--- src/rtl/fp_pkg.sv ---
// IEEE-754 single-precision field widths, class codes and a classifier helper.
// Latency: combinational only (function, no state).
// Backpressure: n/a, nothing in here has flow control.
package fp_pkg;

    localparam int FP_W  = 32;
    localparam int EXP_W = 8;
    localparam int MAN_W = 23;

    typedef enum logic [1:0] {
        CLS_NORM = 2'b00,   // normal or denormal
        CLS_ZERO = 2'b01,   // +0 or -0
        CLS_INF  = 2'b10,   // +inf or -inf
        CLS_NAN  = 2'b11    // quiet or signalling NaN
    } fp_class_e;

    // Sign is ignored: -0 and +0 both map to CLS_ZERO, and likewise for inf.
    function automatic fp_class_e fp_class(input logic [FP_W-1:0] x);
        logic [EXP_W-1:0] exp_f;
        logic [MAN_W-1:0] man_f;
        exp_f = x[FP_W-2 -: EXP_W];
        man_f = x[MAN_W-1:0];
        if (exp_f == '1) begin
            fp_class = (man_f != '0) ? CLS_NAN : CLS_INF;
        end else if (exp_f == '0 && man_f == '0) begin
            fp_class = CLS_ZERO;
        end else begin
            fp_class = CLS_NORM;
        end
    endfunction

endpackage

--- src/rtl/fp_sync_fifo.sv ---
// Synchronous first-word-fall-through FIFO with occupancy count and sync clear.
// Latency: an entry written at edge N is on head_dat_o right after edge N.
// Backpressure: a push while full is ignored unless a pop happens in the same cycle.
//
// Ports: clk_i/rst_n_i (async active-low), clr_i (sync flush), push_i/push_dat_i,
//        pop_i, head_dat_o (zero when empty), count_o, full_o, empty_o.
module fp_sync_fifo #(
    parameter int W     = 34,
    parameter int DEPTH = 16,
    parameter int AW    = $clog2(DEPTH),
    parameter int CW    = $clog2(DEPTH + 1)
) (
    input  logic          clk_i,
    input  logic          rst_n_i,
    input  logic          clr_i,
    input  logic          push_i,
    input  logic [W-1:0]  push_dat_i,
    input  logic          pop_i,
    output logic [W-1:0]  head_dat_o,
    output logic [CW-1:0] count_o,
    output logic          full_o,
    output logic          empty_o
);

    logic [W-1:0]  mem_q [DEPTH];
    logic [AW-1:0] wr_ptr_q, wr_ptr_d;
    logic [AW-1:0] rd_ptr_q, rd_ptr_d;
    logic [CW-1:0] count_q, count_d;
    logic          do_push;
    logic          do_pop;

    assign empty_o = (count_q == '0);
    assign full_o  = (count_q == CW'(DEPTH));
    assign count_o = count_q;

    // A pop frees the head slot in the same cycle, so a push is legal when full
    // as long as it is paired with a pop.
    assign do_pop  = pop_i && !empty_o;
    assign do_push = push_i && (!full_o || do_pop);

    // Head is forced to zero when empty so the stale slot never leaks out.
    assign head_dat_o = empty_o ? '0 : mem_q[rd_ptr_q];

    always_comb begin
        wr_ptr_d = wr_ptr_q;
        rd_ptr_d = rd_ptr_q;
        count_d  = count_q;
        if (clr_i) begin
            wr_ptr_d = '0;
            rd_ptr_d = '0;
            count_d  = '0;
        end else begin
            if (do_push) wr_ptr_d = wr_ptr_q + AW'(1);
            if (do_pop)  rd_ptr_d = rd_ptr_q + AW'(1);
            case ({do_push, do_pop})
                2'b10:   count_d = count_q + CW'(1);
                2'b01:   count_d = count_q - CW'(1);
                default: count_d = count_q;
            endcase
        end
    end

    always_ff @(posedge clk_i or negedge rst_n_i) begin
        if (!rst_n_i) begin
            wr_ptr_q <= '0;
            rd_ptr_q <= '0;
            count_q  <= '0;
        end else begin
            wr_ptr_q <= wr_ptr_d;
            rd_ptr_q <= rd_ptr_d;
            count_q  <= count_d;
        end
    end

    // Storage carries no reset; validity is tracked purely by the pointers/count.
    always_ff @(posedge clk_i) begin
        if (do_push && !clr_i) begin
            mem_q[wr_ptr_q] <= push_dat_i;
        end
    end

endmodule

--- src/rtl/fpmul_result_capture.sv ---
// Captures FPmul results (tracked by a VIN delay line) with a class tag into a FIFO.
// Latency: result pushed at edge N shows on RD_VALID/RD_DATA right after edge N.
// Backpressure: none upstream; a result arriving while FULL without a pop is dropped, OVF sticks.
//
// Ports: CLK, RST_n (async active-low), VIN (operands into FPmul), DOUT (FP_Z),
//        CLR (sync flush incl. in-flight), RD_READY/RD_VALID/RD_DATA/RD_CLASS (FWFT read),
//        COUNT, FULL, OVF (sticky drop flag).
module fpmul_result_capture
    import fp_pkg::*;
#(
    parameter int W       = 32,
    parameter int LATENCY = 4,
    parameter int DEPTH   = 16,
    parameter int CW      = $clog2(DEPTH + 1)
) (
    input  logic          CLK,
    input  logic          RST_n,
    input  logic          VIN,
    input  logic [W-1:0]  DOUT,
    input  logic          CLR,
    input  logic          RD_READY,
    output logic          RD_VALID,
    output logic [W-1:0]  RD_DATA,
    output logic [1:0]    RD_CLASS,
    output logic [CW-1:0] COUNT,
    output logic          FULL,
    output logic          OVF
);

    logic [LATENCY-1:0] vd_q, vd_d;
    logic               ovf_q, ovf_d;
    logic               push;
    logic               pop;
    logic               empty;
    fp_class_e          push_cls;
    logic [W+1:0]       head_dat;

    // Delay line mirrors the multiplier pipeline: its last stage marks the cycle
    // in which DOUT carries the result of an earlier VIN. CLR also clears it so
    // that results already inside FPmul are never captured.
    always_comb begin
        vd_d = vd_q;
        if (CLR) begin
            vd_d = '0;
        end else begin
            vd_d[0] = VIN;
            for (int i = 1; i < LATENCY; i++) begin
                vd_d[i] = vd_q[i-1];
            end
        end
    end

    assign push     = vd_q[LATENCY-1];
    assign pop      = RD_VALID && RD_READY;
    assign push_cls = fp_class(DOUT);

    // Drop happens only when full and the head is not leaving this cycle.
    always_comb begin
        ovf_d = ovf_q;
        if (CLR) begin
            ovf_d = 1'b0;
        end else if (push && FULL && !pop) begin
            ovf_d = 1'b1;
        end
    end

    always_ff @(posedge CLK or negedge RST_n) begin
        if (!RST_n) begin
            vd_q  <= '0;
            ovf_q <= 1'b0;
        end else begin
            vd_q  <= vd_d;
            ovf_q <= ovf_d;
        end
    end

    fp_sync_fifo #(
        .W     (W + 2),
        .DEPTH (DEPTH),
        .CW    (CW)
    ) u_fifo (
        .clk_i      (CLK),
        .rst_n_i    (RST_n),
        .clr_i      (CLR),
        .push_i     (push && !CLR),
        .push_dat_i ({push_cls, DOUT}),
        .pop_i      (pop && !CLR),
        .head_dat_o (head_dat),
        .count_o    (COUNT),
        .full_o     (FULL),
        .empty_o    (empty)
    );

    assign RD_VALID = !empty;
    assign RD_DATA  = head_dat[W-1:0];
    assign RD_CLASS = head_dat[W+1:W];
    assign OVF      = ovf_q;

endmodule
--- config.mk ---
export PLATFORM = sky130hd
export DESIGN_NAME = fpmul_result_capture
export DESIGN_NICKNAME = d
export VERILOG_FILES = /design/src/rtl/fp_pkg.sv /design/src/rtl/fp_sync_fifo.sv /design/src/rtl/fpmul_result_capture.sv
export SDC_FILE = /design/constraint.sdc
export NUM_CORES = 1
export LEC_CHECK = 0
export ABC_AREA = 1
export ABC_CLOCK_PERIOD_IN_PS = 4500
export CORE_MARGIN = 5
export CORE_UTILIZATION = 60
export CTS_CLUSTER_DIAMETER = 40
export CTS_CLUSTER_SIZE = 25
export DETAILED_ROUTE_END_ITERATION = 8
export GPL_TIMING_DRIVEN = 0
export PLACE_DENSITY = 0.85
export SKIP_CTS_REPAIR_TIMING = 1
export SLEW_MARGIN = 15
export SYNTH_ARGS = -nofsm -noshare
export SYNTH_HDL_FRONTEND = slang
export SYNTH_HIERARCHICAL = 1
export SYNTH_SLANG_ARGS = --single-unit
export TNS_END_PERCENT = 5
--- constraint.sdc ---
create_clock -name CLK -period 4.5 [get_ports CLK]
set_input_delay 0.675 -clock CLK [delete_from_list [all_inputs] [get_ports CLK]]
set_output_delay 0.675 -clock CLK [all_outputs]
set_load 0.01 [all_outputs]
Word-level counts from Yosys, hierarchy flattened

Memories as Yosys holds them, arrays and structs flattened.
Cells that the tools add are included.

Input bits: 37
Memories kept: 1
Memory bits (writable): 544
Output and inout bits: 42
Logic and storage cells: 51
Register bits: 18

Reduce and logical (&&, ||, !) cells: 22
Multiplexer cells: 15
Equality and inequality tests: 4
$add $sub $neg: 4

Memory list:

| memory       | words | bits a word | read ports | clocked after memory_dff | wr ports | line               | text |
|---|---|---|---|---|---|---|---|
| u_fifo.mem_q | 16    | 34          | 1          | 0                        | 1        | fp_sync_fifo.sv:25 | `logic [W-1:0] mem_q [DEPTH];` |

Operator list:

| cell                                              | number |
|---|---|
| 2-to-1 mux 34 bit                                 | 1 |
| zero test 23 bit                                  | 1 |
| nonzero test 23 bit                               | 1 |
| 2-to-1 mux 4 bit                                  | 5 |
| case mux 5 bit (2 select lines)                   | 1 |
| logical AND 1 bit                                 | 9 |
| adder 4 x 1 -> 4 bit (second input constant)      | 2 |
| == test 8 bit (second input constant)             | 1 |
| zero test 8 bit                                   | 1 |
| 2-to-1 mux 1 bit                                  | 6 |
| nonzero test 2 bit                                | 3 |
| adder 5 x 1 -> 5 bit (second input constant)      | 1 |
| == test 5 bit (second input constant)             | 1 |
| zero test 5 bit                                   | 1 |
| 2-to-1 mux 5 bit                                  | 1 |
| subtractor 5 x 1 -> 5 bit (second input constant) | 1 |
| zero test 1 bit                                   | 4 |
| nonzero test 3 bit                                | 1 |
| == test 2 x 1 -> 1 bit (second input constant)    | 1 |
| == test 2 bit (second input constant)             | 1 |
| 2-to-1 mux 2 bit                                  | 1 |
| logical OR 1 bit                                  | 1 |

Longest topological paths before layout

Gate-level depths: netlist of run 1.

Depth after elaboration: 10
Gate-level depth with buffers: 18
Mapped depth without buffers: 17

Modules after synthesis

The synthesis of run 1 kept the hierarchy.

Modules (own cells, without submodules):

| module               | cells each | area each (µm²) | sequential area each (µm²) | times used |
|---|---|---|---|---|
| fp_sync_fifo         | 1915       | 22572.9         | 16661.0                    | 1 |
| fpmul_result_capture | 55         | 331.6           | 125.1                      | 1 |

Worst setup path after synthesis of run 1

OpenSTA, ideal clock, no wires.

Path kind: flip-flop to flip-flop
From: register u_fifo.count_q[1] (netlist: u_fifo/count_o[1])
To: memory u_fifo.mem_q[0][0] (enable)
Library setup time: 0.425 ns
Clock period less this slack: 3.598 ns
Stages on the path, launching flop included: 12
Slack: 0.902 ns
Arrival time: 3.173 ns
Buffers on the path: 1
Data required time: 4.075 ns
Cell sequence: dfrtp_1 > nor2_1 > nand3_1 > clkinv_1 > clkbuf_1 > inv_1 > nand2_1 > nor2_1 > o21ai_2 > inv_1 > nand2_1 > nor2_1

Word-level cells in the longest chain between the ends: 10
Elaborated cells on any way between the ends: 12
Classes of those cells: eq/ne: 1; mux: 2; reduce/logical: 9

Ends and longest elaborated chain:

| item                                     | line                       | text |
|---|---|---|
| from (decl)                              | fp_sync_fifo.sv:28         | `logic [CW-1:0] count_q, count_d;` |
| from (signal assigned)                   | fp_sync_fifo.sv:71         | `count_q <= count_d;` |
| zero test 5 bit *                        | fp_sync_fifo.sv:32         | `assign empty_o = (count_q == '0);` |
| named net empty                          | fpmul_result_capture.sv:34 | `logic empty;` |
| zero test 1 bit *                        | fpmul_result_capture.sv:94 | `assign RD_VALID = !empty;` |
| named net RD_VALID                       | fpmul_result_capture.sv:22 | `output logic RD_VALID,` |
| logical AND 1 bit                        | fpmul_result_capture.sv:54 | `assign pop = RD_VALID && RD_READY;` |
| logical AND 1 bit                        | fpmul_result_capture.sv:87 | `.pop_i (pop && !CLR),` |
| logical AND 1 bit *                      | fp_sync_fifo.sv:38         | `assign do_pop = pop_i && !empty_o;` |
| logical OR 1 bit *                       | fp_sync_fifo.sv:39         | `assign do_push = push_i && (!full_o \|\| do_pop);` |
| logical AND 1 bit *                      | fp_sync_fifo.sv:39         |  |
| logical AND 1 bit *                      | fp_sync_fifo.sv:77         | `if (do_push && !clr_i) begin` |
| 2-to-1 mux 1 bit *                       | fp_sync_fifo.sv:77         |  |
| 2-to-1 mux 1 bit (implied by the code) * | fp_sync_fifo.sv:78         | `mem_q[wr_ptr_q] <= push_dat_i;` |
| to (decl)                                | fp_sync_fifo.sv:25         |  |

Mark *: on every way through the listed nets, which the timed path passes. The rest lies on a longest branch.

Worst setup path after layout of run 1

From: register u_fifo.rd_ptr_q[3]
To: output RD_DATA[19]

Word-level cells in the longest chain between the ends: 2

Ends and longest elaborated chain:

| item                   | line                       | text |
|---|---|---|
| from (decl)            | fp_sync_fifo.sv:27         | `logic [AW-1:0] rd_ptr_q, rd_ptr_d;` |
| from (signal assigned) | fp_sync_fifo.sv:70         | `rd_ptr_q <= rd_ptr_d;` |
| memory (16 x 34 bit)   | n/a                        |  |
| 2-to-1 mux 34 bit      | fp_sync_fifo.sv:42         | `assign head_dat_o = empty_o ? '0 : mem_q[rd_ptr_q];` |
| to (decl)              | fpmul_result_capture.sv:23 | `output logic [W-1:0] RD_DATA,` |

No other way between the ends.

==> results of run 1 <==
cell usage in the layout (no fill, tap or decap), types with 6 or more instances in the layout:
cell,count
nand2_1,720
edfxtp_1,544
nand3_1,431
clkdlybuf4s50_1,78
buf_2,66
clkbuf_16,61
a21oi_1,38
clkbuf_1,34
nor2_1,28
inv_1,23
dfrtp_1,18
nor2_4,16
buf_1,15
buf_12,11
inv_6,10
inv_8,10
ha_1,8
bufinv_16,7
buf_16,7
clkinv_4,6
clkinv_1,6
metal layers:
metal	share of wire	up-vias	GRT usage
li1	-	7214	-
met1	0.33	8031	0.4072
met3	0.14	319	0.06509
met4	0.055	0	0.1579
met2	0.47	1499	0.5082
met5	0	-	0
kinds of logic after synthesis:
| family | share of synthesized area |
|---|---|
| xor gates and xnor gates | 0.001912 |
| adders and majority gates | 0.005244 |
| DFF | 0.7329 |
| AOI/OAI and AO/OA | 0.01109 |
| and+or+nand+nor | 0.2215 |
| buffers and inverters | 0.02737 |
registers in the layout, indices dropped and copies added, names as in the netlist:
signal / flops
OVF: 1
u_fifo/rd_ptr_q: 4
u_fifo/count_o: 5
vd_q: 4
u_fifo/mem_q: 544
u_fifo/wr_ptr_q: 4
power by group through the flow:
stage	combinational (mW)	clock (mW)	sequential (mW)
6_report	0.130	5.12	5.73
5_1_grt	0.142	5.38	5.73
4_1_cts	0.129	5.14	5.73
3_5_place_dp	0.128	0	5.85
3_3_place_gp	0.119	0	5.84
2_1_floorplan	0.0169	0	5.85
through the flow:
step / setup WS [ns] / utilization
4_1_cts: 0.5808 / 0.7151
6_report: 0.4567 / 0.7152
3_5_place_dp: 0.8348 / 0.6599
2_1_floorplan: 0.9024 / -
5_1_grt: 0.4807 / 0.7152
3_3_place_gp: -1.254 / 0.6458
worst max-delay path by stage:
stage	start	slack (ns)	to	cells past startpoint
final	u_fifo/rd_ptr_q[3]	0.46	RD_DATA[19]	6
after global routing	u_fifo/count_o[1]	0.48	u_fifo/mem_q[8][16]	12
after CTS	u_fifo/rd_ptr_q[3]	0.58	RD_DATA[19]	6
after detailed placement	u_fifo/count_o[4]	0.83	u_fifo/mem_q[8][16]	12
after global placement	u_fifo/count_o[1]	-1.25	u_fifo/mem_q[8][15]	11
after floorplan	u_fifo/count_o[1]	0.90	u_fifo/mem_q[0][0]	11
area by class of cell:
type | instances | area, um^2
clock buffer | 62 | 1530
tap | 511 | 639.4
antenna | 1 | 2.502
multi-input combinational | 1265 | 5614
inverter | 27 | 101.3
fill | 2409 | 10730
sequential | 562 | 16790
buffer | 116 | 525.5
clock inverter | 45 | 546.8
timing repair buffer | 96 | 1194
worst min-delay path, stage by stage (launching register included):
cell and delay (ns):
dfrtp_1 0.36, inv_1 0.05, nor2_1 0.04
==> reports/qor.yml, run 1 <==
critical_path:
  crit_path_cell_trace: "buf_2, clkinv_1, clkbuf_1, nand2_1, a21oi_1, clkdlybuf4s50_1"
  r2r-start: "u_fifo/count_o[1]"
  startpoint_type: "flip-flop"
  cp-end-kind: "output pin"
  crit_slowest_cell: "clkbuf_1"
  worst_path_largest_cell_delay_ns: 0.89
  crit_fanout: 11
  ff2ff_path_depth: 12
  worstPathArrival_ns: 3.37
  worstPathRequired_ns: 3.83
  critical_path.top_delay_family: "buffers and inverters"
  regToRegSetupSlack_ns: 0.67
  r2r_end: "u_fifo/mem_q[10][16]"
  crit_type: "reg2out"
  path_buf_inv: 4
placement:
  place_inst: 2577
  place_area_um2: 24860
  gp_congestion: 0.8655
  hpwl_um: 41170
  io_buffers: 78
yosys:
  synthFlopType: "edfxtp_1"
  ys_ff_latch: 562
  synth_nets: 2016
  synth.area.top_cells: "edfxtp_1, nand2_1, nand3_1"
  synth_most_common_cell: "nand2_1"
  synthCells: 1970
  synth_warnings: 6
  ys_types: 25
  netlist.top_cell.by_area: "edfxtp_1"
  ys_seq_area_frac: 0.7329
  avgSynthCellArea_um2: 11.63
  netlist_area_um2: 22900
  async_reset_ff_frac: 0.03203
  synth_top_cells_by_count: "nand2_1, edfxtp_1, nand3_1, buf_2, nor2_1"
  synth_top_area_frac: 0.7132
  synth_edf_count: 544
grt:
  grt_pass1_vias: 17050
  antenna_found_initial: 0
  grt_max_degree: 23
  grtUsageTotal: 0.3135
  grt_pass1_wl_um: 98080
  grt.overflow.total: 0
floorplanning:
  die_h_um: 205.4
  rows: 71
  die_x_um: 205.4
  coreArea_um2: 37670
  dieArea_um2: 42180
  ios: 79
  start_util: 0.6081
power:
  combPwrFrac: 0.012
  p_total_mw: 10.98
  max-vdd-ir-drop_mv: 0.4412
  p_leak_nw: 9.764
  p_clk_frac: 0.466
  switching_power_mw: 2.264
  sw_frac_of_total: 0.2062
  sequentialPowerShare: 0.522
  intPower_mw: 8.720
  cellPowerDensity_nw_per_um2: 407.7
job:
  drv_cap: 0
routing:
  viasPerCell: 6.355
  routed_wl_um: 66410
  route.detailed.drc: 0
  vias: 17060
  wire_per_inst_um: 24.73
  drt_iter0_drc: 2545
  drt_first_pass_iters: 5
  detail-route-antenna-nets: 0
final_layout:
  fin_nets: 2172
  drive_above_1_share: 0.09756
  finalInstanceArea_um2: 26940
  instances_no_fill: 2685
  area_delta_synth_final_pct: 17.62
clock_network:
  clk_pin_slew_worst_paths_ns: 0.07
  h-tree-depth: 2
  worst_skew_pair.late_latency_ns: 0.62
  cts_buffer_depth: 3
  numCtsBuffers: 58
  cts.sinks: 562
  cts_root_buf: "clkbuf_16"
  cts_tree: "yes"
timing:
  finClkSkew_ns: 0.03148
  finalHoldViolCount: 0
  post-route-period-util: 0.8985
  setup_tns_ns: 0
  worst_pin_slew_ns: 1.169
  fin_hold_ws_ns: 0.4761
  rsz0062_at_grt: "no"
  max-slew-margin-rel: 0.2209
  setup_viol: 0
  maxSlewViolCount: 0
  fmax_ghz: 0.2473
  finalCriticalPeriod_ns: 4.043
worst_hold_path:
  hold_end: "vd_q[3]"
  holdPathStages: 2
  min_path_type: "reg2reg"
  min_from: "vd_q[2]"
outcome:
  status: "finished, final reports clean"
Note: power is estimated with default switching activity, not from simulation.
==> inputs of run 2 (changes only) <==
Settings changed: CORE_ASPECT_RATIO set to 0.8.
==> reports/qor.yml, run 2 (same netlist as run 1, synthesis figures left out) <==
routing:
  detail-route-antenna-nets: 0  # unchanged
  vias: 17110  # +0.26%
  viasPerCell: 6.455  # +1.6%
  drt_first_pass_iters: 7  # +2
  drt_iter0_drc: 2928  # +15%
  routed_wl_um: 66440  # about the same
  route.detailed.drc: 0  # unchanged
  wire_per_inst_um: 25.07  # +1.4%
timing:
  setup_tns_ns: 0  # unchanged
  setup_viol: 0  # unchanged
  rsz0062_at_grt: "no"
  worst_pin_slew_ns: 1.175  # +0.006350 ns
  setup_slack_ns: 0.3855  # -0.07123 ns
  finalHoldViolCount: 0  # unchanged
  finalCriticalPeriod_ns: 4.115  # +0.07123 ns
  fmax_ghz: 0.2430  # -1.7%
  max-slew-margin-rel: 0.2167  # -0.004234
  maxSlewViolCount: 0  # unchanged
  finClkSkew_ns: 0.03041  # -0.001068 ns
  fin_hold_ws_ns: 0.4697  # -0.006409 ns
  post-route-period-util: 0.9143  # +0.01583
clock_network:
  cts.sinks: 562  # unchanged
  cts_tree: "yes"
  h-tree-depth: 2  # unchanged
  numCtsBuffers: 46  # -21%
  worst_skew_pair.late_latency_ns: 0.59  # -0.03 ns
  cts_root_buf: "clkbuf_16"
  cts_buffer_depth: 3  # unchanged
  clk_pin_slew_worst_paths_ns: 0.08  # about the same
power:
  cellPowerDensity_nw_per_um2: 381.9  # -6.3%
  max-vdd-ir-drop_mv: 0.3732  # -15%
  p_leak_nw: 9.576  # -1.9%
  p_total_mw: 10.16  # -7.5%
final_layout:
  fin_nets: 2163  # -0.41%
  largest_register_ffs: 544  # unchanged
  top_register: "u_fifo/mem_q"
  drive_above_1_share: 0.09006  # -0.007496
  fillers: 2339  # -2.9%
  layout_commonest_cell: "nand2_1"
  instances_no_fill: 2650  # -1.3%
  area_delta_synth_final_pct: 16.11
  final_cell_mix: "nand2_1, edfxtp_1, nand3_1"
  finalInstanceArea_um2: 26600  # -1.3%
  utilization: 0.7007  # -0.01453
critical_path:
  crit_slowest_cell: "nor2_4"
  crit_path_cell_trace: "nor2_1, nand3_1, clkinv_1, clkbuf_1, inv_1, nand2_1, nor2_1, o21ai_2, inv_1, nand2_1, nor2_4, buf_16"
  crit_fanout: 19  # +8
  cp-end-kind: "flip-flop"
  regToRegSetupSlack_ns: 0.39  # -0.28 ns
  r2r-start: "u_fifo/count_o[1]"
  crit_type: "reg2reg"
  critPathLaunch: "u_fifo/count_o[1]"
  worst_path_largest_cell_delay_ns: 0.74  # -0.15 ns
  worstPathRequired_ns: 4.77  # +0.94 ns
  worstPathArrival_ns: 4.39  # +1.02 ns
  startpoint_type: "flip-flop"
floorplanning:
  die_h_um: 184.8  # -10%
  rows: 64  # -9.9%
  ios: 79  # unchanged
  dieArea_um2: 42210  # about the same
  start_util: 0.6034  # -0.004650
  die_x_um: 228.4  # +11%
  coreArea_um2: 37960  # +0.77%
grt:
  antenna_found_initial: 0  # unchanged
  grt_use_met3: 0.09272  # +0.02762
  busiest_layer: "met2"
  grt_use_met2: 0.4882  # -0.02007
  gr-usage-met1: 0.4028  # -0.004395
  grt.overflow.total: 0  # unchanged
  grt_pass1_wl_um: 98260  # +0.18%
  grt_pass1_vias: 16680  # -2.2%
  grt_max_degree: 25  # +8.7%
  grtUsageTotal: 0.3097  # -0.003839
placement:
  preCtsSetupSlack_ns: 0.5618  # -0.2731 ns
  io_buffers: 78  # unchanged
  hpwl_um: 42360  # +2.9%
  place_inst: 2564  # -0.50%
  place_area_um2: 24940  # +0.34%
  gp_congestion: 0.8918  # +3.0%
outcome:
  status: "finished, final reports clean"
worst_hold_path:
  min_from: "vd_q[0]"
  min_path_type: "reg2reg"
job:
  drv_cap: 0  # unchanged
-- run 2: changes by cell type in the layout (fill, tap and decap cells not counted), moves of 5 or more --
cell | before | now
bufinv_16 | 7 | 1
clkinv_8 | 2 | 7
buf_16 | 7 | 13
clkinv_2 | 5 | 0
clkbuf_16 | 61 | 49
-- run 2: final timing paths --
kind                       depth (start not counted)                    to
hold / removal                                     2               vd_q[1]
max in group asynchronous                          1     u_fifo/count_o[4]
hold reg to reg                                    2               vd_q[1]
min in group asynchronous                          1    u_fifo/rd_ptr_q[2]
setup / recovery                                  12  u_fifo/mem_q[14][28]
setup reg to reg                                  12  u_fifo/mem_q[14][28]
-- run 2: final cells by class --
| class | count | area [um^2] | area share |
|---|---|---|---|
| Tap cell | 495 | 619.3 | 0.02329 |
| Sequential cell | 562 | 16790 | 0.6312 |
| Buffer | 116 | 525.5 | 0.01976 |
| Clock inverter | 36 | 424.2 | 0.01595 |
| Inverter | 27 | 101.3 | 0.003811 |
| Clock buffer | 49 | 1226 | 0.04610 |
| Timing Repair Buffer | 99 | 1299 | 0.04883 |
| Antenna cell | 1 | 2.502 | 0.00009409 |
| Multi-Input combinational cell | 1265 | 5612 | 0.2110 |
-- run 2: critical path, delay by kind of cell (launching register included) --
family | cells | cell delay [ns]
flip-flops | 1 | 0.46
AO/OA/AOI/OAI | 1 | 0.19
buffers and inverters | 5 | 1.50
AND/OR/NAND/NOR | 6 | 1.61
-- run 2: power by group --
part	switching, mW	internal [mW]	total [mW]
registers	0.000961	5.72	5.73
clock network	2.11	2.18	4.29
logic	0.0986	0.0374	0.136
-- run 2: per-layer routing --
layer / part of all wire / up-vias / wire length, um
met5: 0 / - / 0
met3: 0.16 / 318 / 10450
met2: 0.45 / 1569 / 29900
li1: - / 7185 / -
met4: 0.056 / 0 / 3697
met1: 0.34 / 8035 / 22390
